File: config.mk
export PLATFORM = sky130hd
export DESIGN_NAME = pong_match_ctrl
export DESIGN_NICKNAME = d
export VERILOG_FILES = /design/src/rtl/pong_pkg.sv /design/src/rtl/score_counter.sv /design/src/rtl/pong_match_ctrl.sv
export SDC_FILE = /design/constraint.sdc
export NUM_CORES = 1
export LEC_CHECK = 0
export ABC_AREA = 1
export CAP_MARGIN = 20
export CORE_MARGIN = 10
export CORE_UTILIZATION = 58
export CTS_BUF_LIST = sky130_fd_sc_hd__clkbuf_16
export CTS_CLUSTER_DIAMETER = 60
export DETAILED_ROUTE_END_ITERATION = 12
export PLACE_DENSITY = 0.81
export SYNTH_ARGS = -nofsm -noshare
export SYNTH_HDL_FRONTEND = slang
export SYNTH_SLANG_ARGS = --single-unit
File: constraint.sdc
create_clock -name clk_1ms -period 4.61 [get_ports clk_1ms]
set_input_delay 0.922 -clock clk_1ms [delete_from_list [all_inputs] [get_ports clk_1ms]]
set_output_delay 0.922 -clock clk_1ms [all_outputs]
set_load 0.01 [all_outputs]
File: src/rtl/pong_pkg.sv
// rtl/pong_pkg.sv - shared state encoding and player constants for the pong match controller
package pong_pkg;

  typedef enum logic [2:0] {
    S_IDLE       = 3'd0,
    S_SERVE      = 3'd1,
    S_RALLY      = 3'd2,
    S_POINT      = 3'd3,
    S_SET_DONE   = 3'd4,
    S_MATCH_OVER = 3'd5
  } state_e;

  localparam logic P1 = 1'b0;
  localparam logic P2 = 1'b1;

endpackage

File: src/rtl/score_counter.sv
// rtl/score_counter.sv - saturating up-counter with clear and target flag
module score_counter #(
  parameter int SCORE_W = 4,
  parameter int TARGET  = 7
) (
  input  logic               clk_1ms,
  input  logic               reset,
  input  logic               clr,
  input  logic               inc,
  output logic [SCORE_W-1:0] cnt,
  output logic               at_target
);

  localparam logic [SCORE_W-1:0] TGT = SCORE_W'(TARGET);

  logic [SCORE_W-1:0] cnt_q;
  logic [SCORE_W-1:0] cnt_d;

  assign at_target = (cnt_q == TGT);
  assign cnt       = cnt_q;

  // clear wins over increment; the count holds once it reaches the target
  always_comb begin
    cnt_d = cnt_q;
    if (clr) begin
      cnt_d = '0;
    end else if (inc && !at_target) begin
      cnt_d = cnt_q + SCORE_W'(1);
    end
  end

  // count register
  always_ff @(posedge clk_1ms) begin
    if (reset) begin
      cnt_q <= '0;
    end else begin
      cnt_q <= cnt_d;
    end
  end

endmodule

File: src/rtl/pong_match_ctrl.sv
// rtl/pong_match_ctrl.sv - serve/rally/point sequencing and score keeping for a pong match
module pong_match_ctrl
  import pong_pkg::*;
#(
  parameter int SCORE_W     = 4,
  parameter int WIN_SCORE   = 7,
  parameter int SETS_TO_WIN = 2,
  parameter int SERVE_DELAY = 500,
  parameter int DLY_W       = 10
) (
  input  logic               clk_1ms,
  input  logic               reset,
  input  logic               start,
  input  logic               pause,
  input  logic               p1_point,
  input  logic               p2_point,
  output logic [2:0]         state,
  output logic [SCORE_W-1:0] p1_score,
  output logic [SCORE_W-1:0] p2_score,
  output logic [SCORE_W-1:0] p1_sets,
  output logic [SCORE_W-1:0] p2_sets,
  output logic               ball_enable,
  output logic               serve_side,
  output logic               game_end,
  output logic               winner
);

  // counter value loaded on entry to SERVE so that SERVE spans SERVE_DELAY unpaused cycles
  localparam logic [DLY_W-1:0]   DLY_LOAD = DLY_W'(SERVE_DELAY - 1);
  localparam logic [SCORE_W-1:0] SET_LAST = SCORE_W'(SETS_TO_WIN - 1);

  state_e            state_q, state_d;
  logic [DLY_W-1:0]  dly_q, dly_d;
  logic              start_q;
  logic              pw_q, pw_d;
  logic              serve_side_q, serve_side_d;
  logic              game_end_q, game_end_d;
  logic              winner_q, winner_d;

  logic              start_rise;
  logic              pt_clr, set_clr;
  logic              p1_inc, p2_inc, s1_inc, s2_inc;
  logic              p1_at, p2_at, s1_at, s2_at;
  logic              unused_sets_at;
  logic [SCORE_W-1:0] set_cur;

  assign start_rise     = start & ~start_q;
  assign set_cur        = pw_q ? p2_sets : p1_sets;
  assign unused_sets_at = s1_at | s2_at;

  score_counter #(.SCORE_W(SCORE_W), .TARGET(WIN_SCORE)) u_p1_pts (
    .clk_1ms(clk_1ms), .reset(reset), .clr(pt_clr), .inc(p1_inc), .cnt(p1_score), .at_target(p1_at));
  score_counter #(.SCORE_W(SCORE_W), .TARGET(WIN_SCORE)) u_p2_pts (
    .clk_1ms(clk_1ms), .reset(reset), .clr(pt_clr), .inc(p2_inc), .cnt(p2_score), .at_target(p2_at));
  score_counter #(.SCORE_W(SCORE_W), .TARGET(SETS_TO_WIN)) u_p1_sets (
    .clk_1ms(clk_1ms), .reset(reset), .clr(set_clr), .inc(s1_inc), .cnt(p1_sets), .at_target(s1_at));
  score_counter #(.SCORE_W(SCORE_W), .TARGET(SETS_TO_WIN)) u_p2_sets (
    .clk_1ms(clk_1ms), .reset(reset), .clr(set_clr), .inc(s2_inc), .cnt(p2_sets), .at_target(s2_at));

  // next-state, serve timer and scoring strobes
  always_comb begin
    state_d      = state_q;
    dly_d        = dly_q;
    pw_d         = pw_q;
    serve_side_d = serve_side_q;
    game_end_d   = game_end_q;
    winner_d     = winner_q;
    pt_clr       = 1'b0;
    set_clr      = 1'b0;
    p1_inc       = 1'b0;
    p2_inc       = 1'b0;
    s1_inc       = 1'b0;
    s2_inc       = 1'b0;
    case (state_q)
      S_IDLE: begin
        if (start_rise) begin
          pt_clr       = 1'b1;
          set_clr      = 1'b1;
          serve_side_d = P1;
          dly_d        = DLY_LOAD;
          state_d      = S_SERVE;
        end
      end
      S_SERVE: begin
        if (!pause) begin
          if (dly_q == '0) begin
            state_d = S_RALLY;
          end else begin
            dly_d = dly_q - DLY_W'(1);
          end
        end
      end
      S_RALLY: begin
        if (!pause) begin
          if (p1_point && p2_point) begin
            dly_d   = DLY_LOAD;
            state_d = S_SERVE;
          end else if (p1_point) begin
            p1_inc  = 1'b1;
            pw_d    = P1;
            state_d = S_POINT;
          end else if (p2_point) begin
            p2_inc  = 1'b1;
            pw_d    = P2;
            state_d = S_POINT;
          end
        end
      end
      S_POINT: begin
        serve_side_d = ~pw_q;
        if (pw_q ? p2_at : p1_at) begin
          state_d = S_SET_DONE;
        end else begin
          dly_d   = DLY_LOAD;
          state_d = S_SERVE;
        end
      end
      S_SET_DONE: begin
        s1_inc = (pw_q == P1);
        s2_inc = (pw_q == P2);
        pt_clr = 1'b1;
        if (set_cur == SET_LAST) begin
          winner_d   = pw_q;
          game_end_d = 1'b1;
          state_d    = S_MATCH_OVER;
        end else begin
          dly_d   = DLY_LOAD;
          state_d = S_SERVE;
        end
      end
      S_MATCH_OVER: begin
        if (start_rise) begin
          pt_clr       = 1'b1;
          set_clr      = 1'b1;
          game_end_d   = 1'b0;
          serve_side_d = P1;
          dly_d        = DLY_LOAD;
          state_d      = S_SERVE;
        end
      end
      default: state_d = S_IDLE;
    endcase
  end

  // state registers; start_q keeps tracking the button during reset so a held button cannot start a match
  always_ff @(posedge clk_1ms) begin
    if (reset) begin
      state_q      <= S_IDLE;
      dly_q        <= '0;
      start_q      <= start;
      pw_q         <= 1'b0;
      serve_side_q <= 1'b0;
      game_end_q   <= 1'b0;
      winner_q     <= 1'b0;
    end else begin
      state_q      <= state_d;
      dly_q        <= dly_d;
      start_q      <= start;
      pw_q         <= pw_d;
      serve_side_q <= serve_side_d;
      game_end_q   <= game_end_d;
      winner_q     <= winner_d;
    end
  end

  assign state       = state_q;
  assign serve_side  = serve_side_q;
  assign game_end    = game_end_q;
  assign winner      = winner_q;
  assign ball_enable = (state_q == S_RALLY) & ~pause;

endmodule

=== Word level (Yosys, flattened, before mapping) ===
Cells that the tools add are included.

* Bits of input ports: 6
* Logic and storage cells: 107
* Register bits: 34

* Bitwise logic cells: 6
* Equal/unequal tests: 21
* Reductions and logical operators: 24
* $add $sub $neg: 5
* Muxes and demuxes: 40

{| class="wikitable"
|+ Operators with widths
! kind !! count
|-
| $mux 10 || 7
|-
| $pmux 10 s5 || 1
|-
| $mux 3 || 9
|-
| $mux 1 || 18
|-
| $ne 2x2->1 const B || 9
|-
| $add 4x1->4 const B || 4
|-
| $pmux 3 s5 || 1
|-
| $logic_not 10->1 || 1
|-
| $sub 10x1->10 const B || 1
|-
| $eq 4x2->1 const B || 2
|-
| $eq 4x3->1 const B || 2
|-
| $reduce_and 8->1 || 1
|-
| $eq 3x2->1 const B || 2
|-
| $eq 3x3->1 const B || 2
|-
| $pmux 1 s2 || 3
|-
| $reduce_bool 2->1 || 3
|-
| $reduce_or 2->1 || 3
|-
| $logic_and 1x1->1 || 5
|-
| $reduce_and 5->1 || 1
|-
| $reduce_bool 5->1 || 1
|-
| $eq 4x1->1 const B || 1
|-
| $logic_not 1->1 || 4
|-
| $mux 4 || 1
|-
| $ne 4x4->1 const B || 1
|-
| 8 further kinds || 13
|}

=== Longest topological paths before layout ===
* Word-level depth: 6
* Depth in mapped cells: 12

=== By module ===
A second synthesis with hierarchy kept.

* Cells, all modules: 342
* Area total of the unflattened synthesis: 2164.6 um^2

{| class="wikitable"
|+ By module, submodules not included
! module !! times used !! area each (um^2) !! cells an instance !! sequential area each (um^2)
|-
| pong_match_ctrl || 1 || 1263.7 || 208 || 360.3
|-
| score_counter at u_p1_sets ... || 2 || 246.5 || 37 || 80.1
|-
| score_counter at u_p1_pts ... || 2 || 203.9 || 30 || 80.1
|}

=== Least setup slack after synthesis ===
Ideal clock, no wire load.

* Path kind: input-to-output
* Start: in pause
* End: out ball_enable
* Cell stages on the path: 1
* Arrival time: 1.167 ns
* Slack: 2.521 ns
* Path buffers: 0
* Required time: 3.688 ns
* Path through: nor2_2

* Longest elaborated chain between the ends: 2

{| class="wikitable"
|+ Ends and longest elaborated chain
! item !! RTL line !! source
|-
| start, declared || pong_match_ctrl.sv:14 || <nowiki>input logic pause,</nowiki>
|-
| $not 1->1 (no source line) || -- ||
|-
| $and 1x1->1 || pong_match_ctrl.sv:170 || <nowiki>assign ball_enable = (state_q == S_RALLY) & ~pause;</nowiki>
|-
| end, declared || pong_match_ctrl.sv:22 || <nowiki>output logic ball_enable,</nowiki>
|}

Every way passes these cells.

=== Final worst setup path ===
Same ends and word-level chain as after synthesis.

==> metrics.csv <==
metric,value,unit
ctsResizeCount,0,
fillers,312,
grt_pass1_vias,1829,
r2r-end,dly_q[6],
ant_nets,0,
drive_above_1_share,8.73,%
clock_latency,0.28,ns
yosysSeqAreaShare,34.1,%
r2r-start,state[0],
dr.max_layer_used,met4,
multi_input_area,1140,µm²
arrival,2.24,ns
wl_met2,2.22,mm
ir_drop,273,µV
power_frac_seq,32.1,%
cts_hold_buf,0,
num-nets-final,348,
status,"complete, no violations",
remaining_drc_errors,0,
setup.worst_path.class,in -> out,
clock_sinks,34,
final_cell_mix,"nand2_1 (72), nor2_1 (48), inv_1 (35)",
start_util,59.7,%
p_comb_share,42.6,%
syn-cell-area,1990,µm²
start_kind,primary input,
clock_skew,0.00253,ns
yosysUniqueCellTypes,29,
path_cells,"clkdlybuf4s50_1, nor2_2, clkdlybuf4s50_1",
tightest_slew,0.469,ns
cp.required,3.69,ns
htreeDepth,2,
cellPowerDensity,506,nW/µm²
core,3340,µm²
post-route-period-util,68.7,%
drt_iter0_drc,135,
num_io_pins,29,
die_h,78.6,µm
synth_cells,299,
grt_pass1_wl,7.89,mm
grt.total_usage,15.2,%
switchingPower,0.515,mW
period_needed,3.17,ns
synth-seq-cells,34,
first_pass_iters,4,
cts_root_buffer,clkbuf_16,
critPathLaunch,pause,
grt_max_degree,13,
max_stage_delay,0.60,ns
ys_warn_count,0,
leakagePower,1.03,nW
relSlewSlack,68.7,%
routed_wl,4.52,mm
crit_path_max_fanout,6,
cts_buffer_depth,2,
power.internal,0.724,mW
gp_congestion,0.846,
tritoncts,yes,
dieWidth,78.6,µm
cp-endpoint,ball_enable,
layout_commonest_cell,nand2_1,
diodes,0,
pwr-share-clk,25.3,%
reg2reg_slack,2.75,ns
numCtsBuffers,5,
synth_area_per_cell,6.67,µm²
routedWlPerCell,12.0,µm
final-seq-area,681,µm²
io_buffers,28,
post_cts_buffers,0,
place_worst_setup_slack,1.47,ns
max_freq,316,MHz
synth.net_count,316,
wl_met1,1.97,mm
post-dp-hpwl,3.42,mm
antenna_found_initial,0,
num_rows,21,
rsz0062_at_grt,false,
end_kind,output pin,
viasPerCell,5.11,
slowest_stage,clkdlybuf4s50_1,
worstHoldPathType,reg -> reg,
maxCapViolCount,0,
syn_to_final_growth,22.9,%
fin_ws,1.44,ns
timing.final.hold_violations,0,
path_clk_slew,0.05,ns
gr-total-overflow,0,
worst_path_most_repeated_cell,clkdlybuf4s50_1,
dr_total_vias,1932,
sw_frac_of_total,41.5,%
slew_violations,0,
whs_path_depth,2,
setup_viol,0,
wl_met3,272,µm
dieArea,6180,µm²
r2r_cells,11,
tns,0,ns
## cells in the mapped netlist
cell / n / area [µm²]
or2_4: 1 / 8.76
a211oi_1: 2 / 15.0
a21oi_2: 1 / 8.76
clkinv_1: 1 / 3.75
nor2_8: 1 / 20.0
nand3_2: 3 / 30.0
nor2_1: 48 / 180
nand3_1: 25 / 125
or2_0: 2 / 12.5
nor3b_1: 1 / 7.51
nor2_2: 3 / 18.8
buf_4: 2 / 15.0
a21oi_1: 25 / 125
nand4_1: 1 / 6.26
nand2_2: 4 / 25.0
ha_1: 11 / 138
nand3b_1: 1 / 7.51
inv_4: 1 / 6.26
nand2_1: 72 / 270
inv_1: 34 / 128
xor2_1: 1 / 8.76
clkbuf_1: 1 / 3.75
o21ai_1: 6 / 30.0
o21a_1: 1 / 7.51
nor2_4: 3 / 33.8
nand2_4: 2 / 22.5
o21ai_0: 8 / 40.0
inv_2: 4 / 15.0
dfxtp_1: 34 / 681
## how the worst min path moves through the flow
stage,startpoint,end,slack (ns)
global placement,winner,winner,0.46
floorplan,dly_q[7],dly_q[7],0.44
global route,u_p2_sets.cnt[2],u_p2_sets.cnt[2],0.52
detailed placement,winner,winner,0.47
finish,winner,winner,0.47
CTS,winner,winner,0.48
## routing by layer
| metal | up-vias | global-route usage [%] |
|---|---|---|
| met5 | - | 0 |
| met4 | 0 | 4.84 |
| met3 | 7 | 6.38 |
| met2 | 47 | 25.7 |
| met1 | 864 | 17.0 |
| li1 | 1014 | - |
## critical path, delay by kind of cell
family	cells	cell delay, ns
simple gates	1	0.28
buf+inv	2	1.04
## flip-flops by register name, summed over array words and instances, names as in the netlist
register,cells
u_p2_sets.cnt,4
start_q,1
game_end,1
state,3
winner,1
pw_q,1
dly_q,10
u_p1_pts.cnt,4
u_p1_sets.cnt,4
u_p2_pts.cnt,4
serve_side,1
## cells by family after synthesis
group,share of synthesized area [%]
AOI/OAI and AO/OA,11.4
xor gates and xnor gates,0.440
adders and majority gates,6.91
DFF,34.1
and+or+nand+nor,38.5
buffers and inverters,8.60
## power by group through the flow
stage / clock network, mW / logic (mW) / registers [mW]
floorplan: 0 / 0.435 / 0.385
global placement: 0 / 0.513 / 0.401
detailed placement: 0 / 0.523 / 0.402
CTS: 0.318 / 0.531 / 0.396
global route: 0.327 / 0.616 / 0.404
finish: 0.314 / 0.527 / 0.398
## metrics by stage
| stage | instance area (µm²) | power, mW | util, % | cells | hold WS, ns |
|---|---|---|---|---|---|
| global route | 2450 | 1.35 | 73.4 | 378 | 0.516 |
| floorplan | 1990 | 0.821 | - | 299 | 0.439 |
| finish | 2450 | 1.24 | 73.4 | 378 | 0.471 |
| CTS | 2450 | 1.25 | 73.4 | 378 | 0.475 |
| detailed placement | 2310 | 0.925 | 69.3 | 370 | 0.468 |
| global placement | 2310 | 0.913 | 69.3 | 370 | 0.457 |
## area by class of cell
class                      instances  share of cell area (%)
sequential                        34                    27.8
tap                               46                    2.35
clock buffer                       5                    5.11
clock inverter                     3                   0.511
inverter                          40                    6.23
multi-input combinational        222                    46.6
timing repair buffer              28                    11.4
Note: power is estimated with default switching activity, not from simulation.
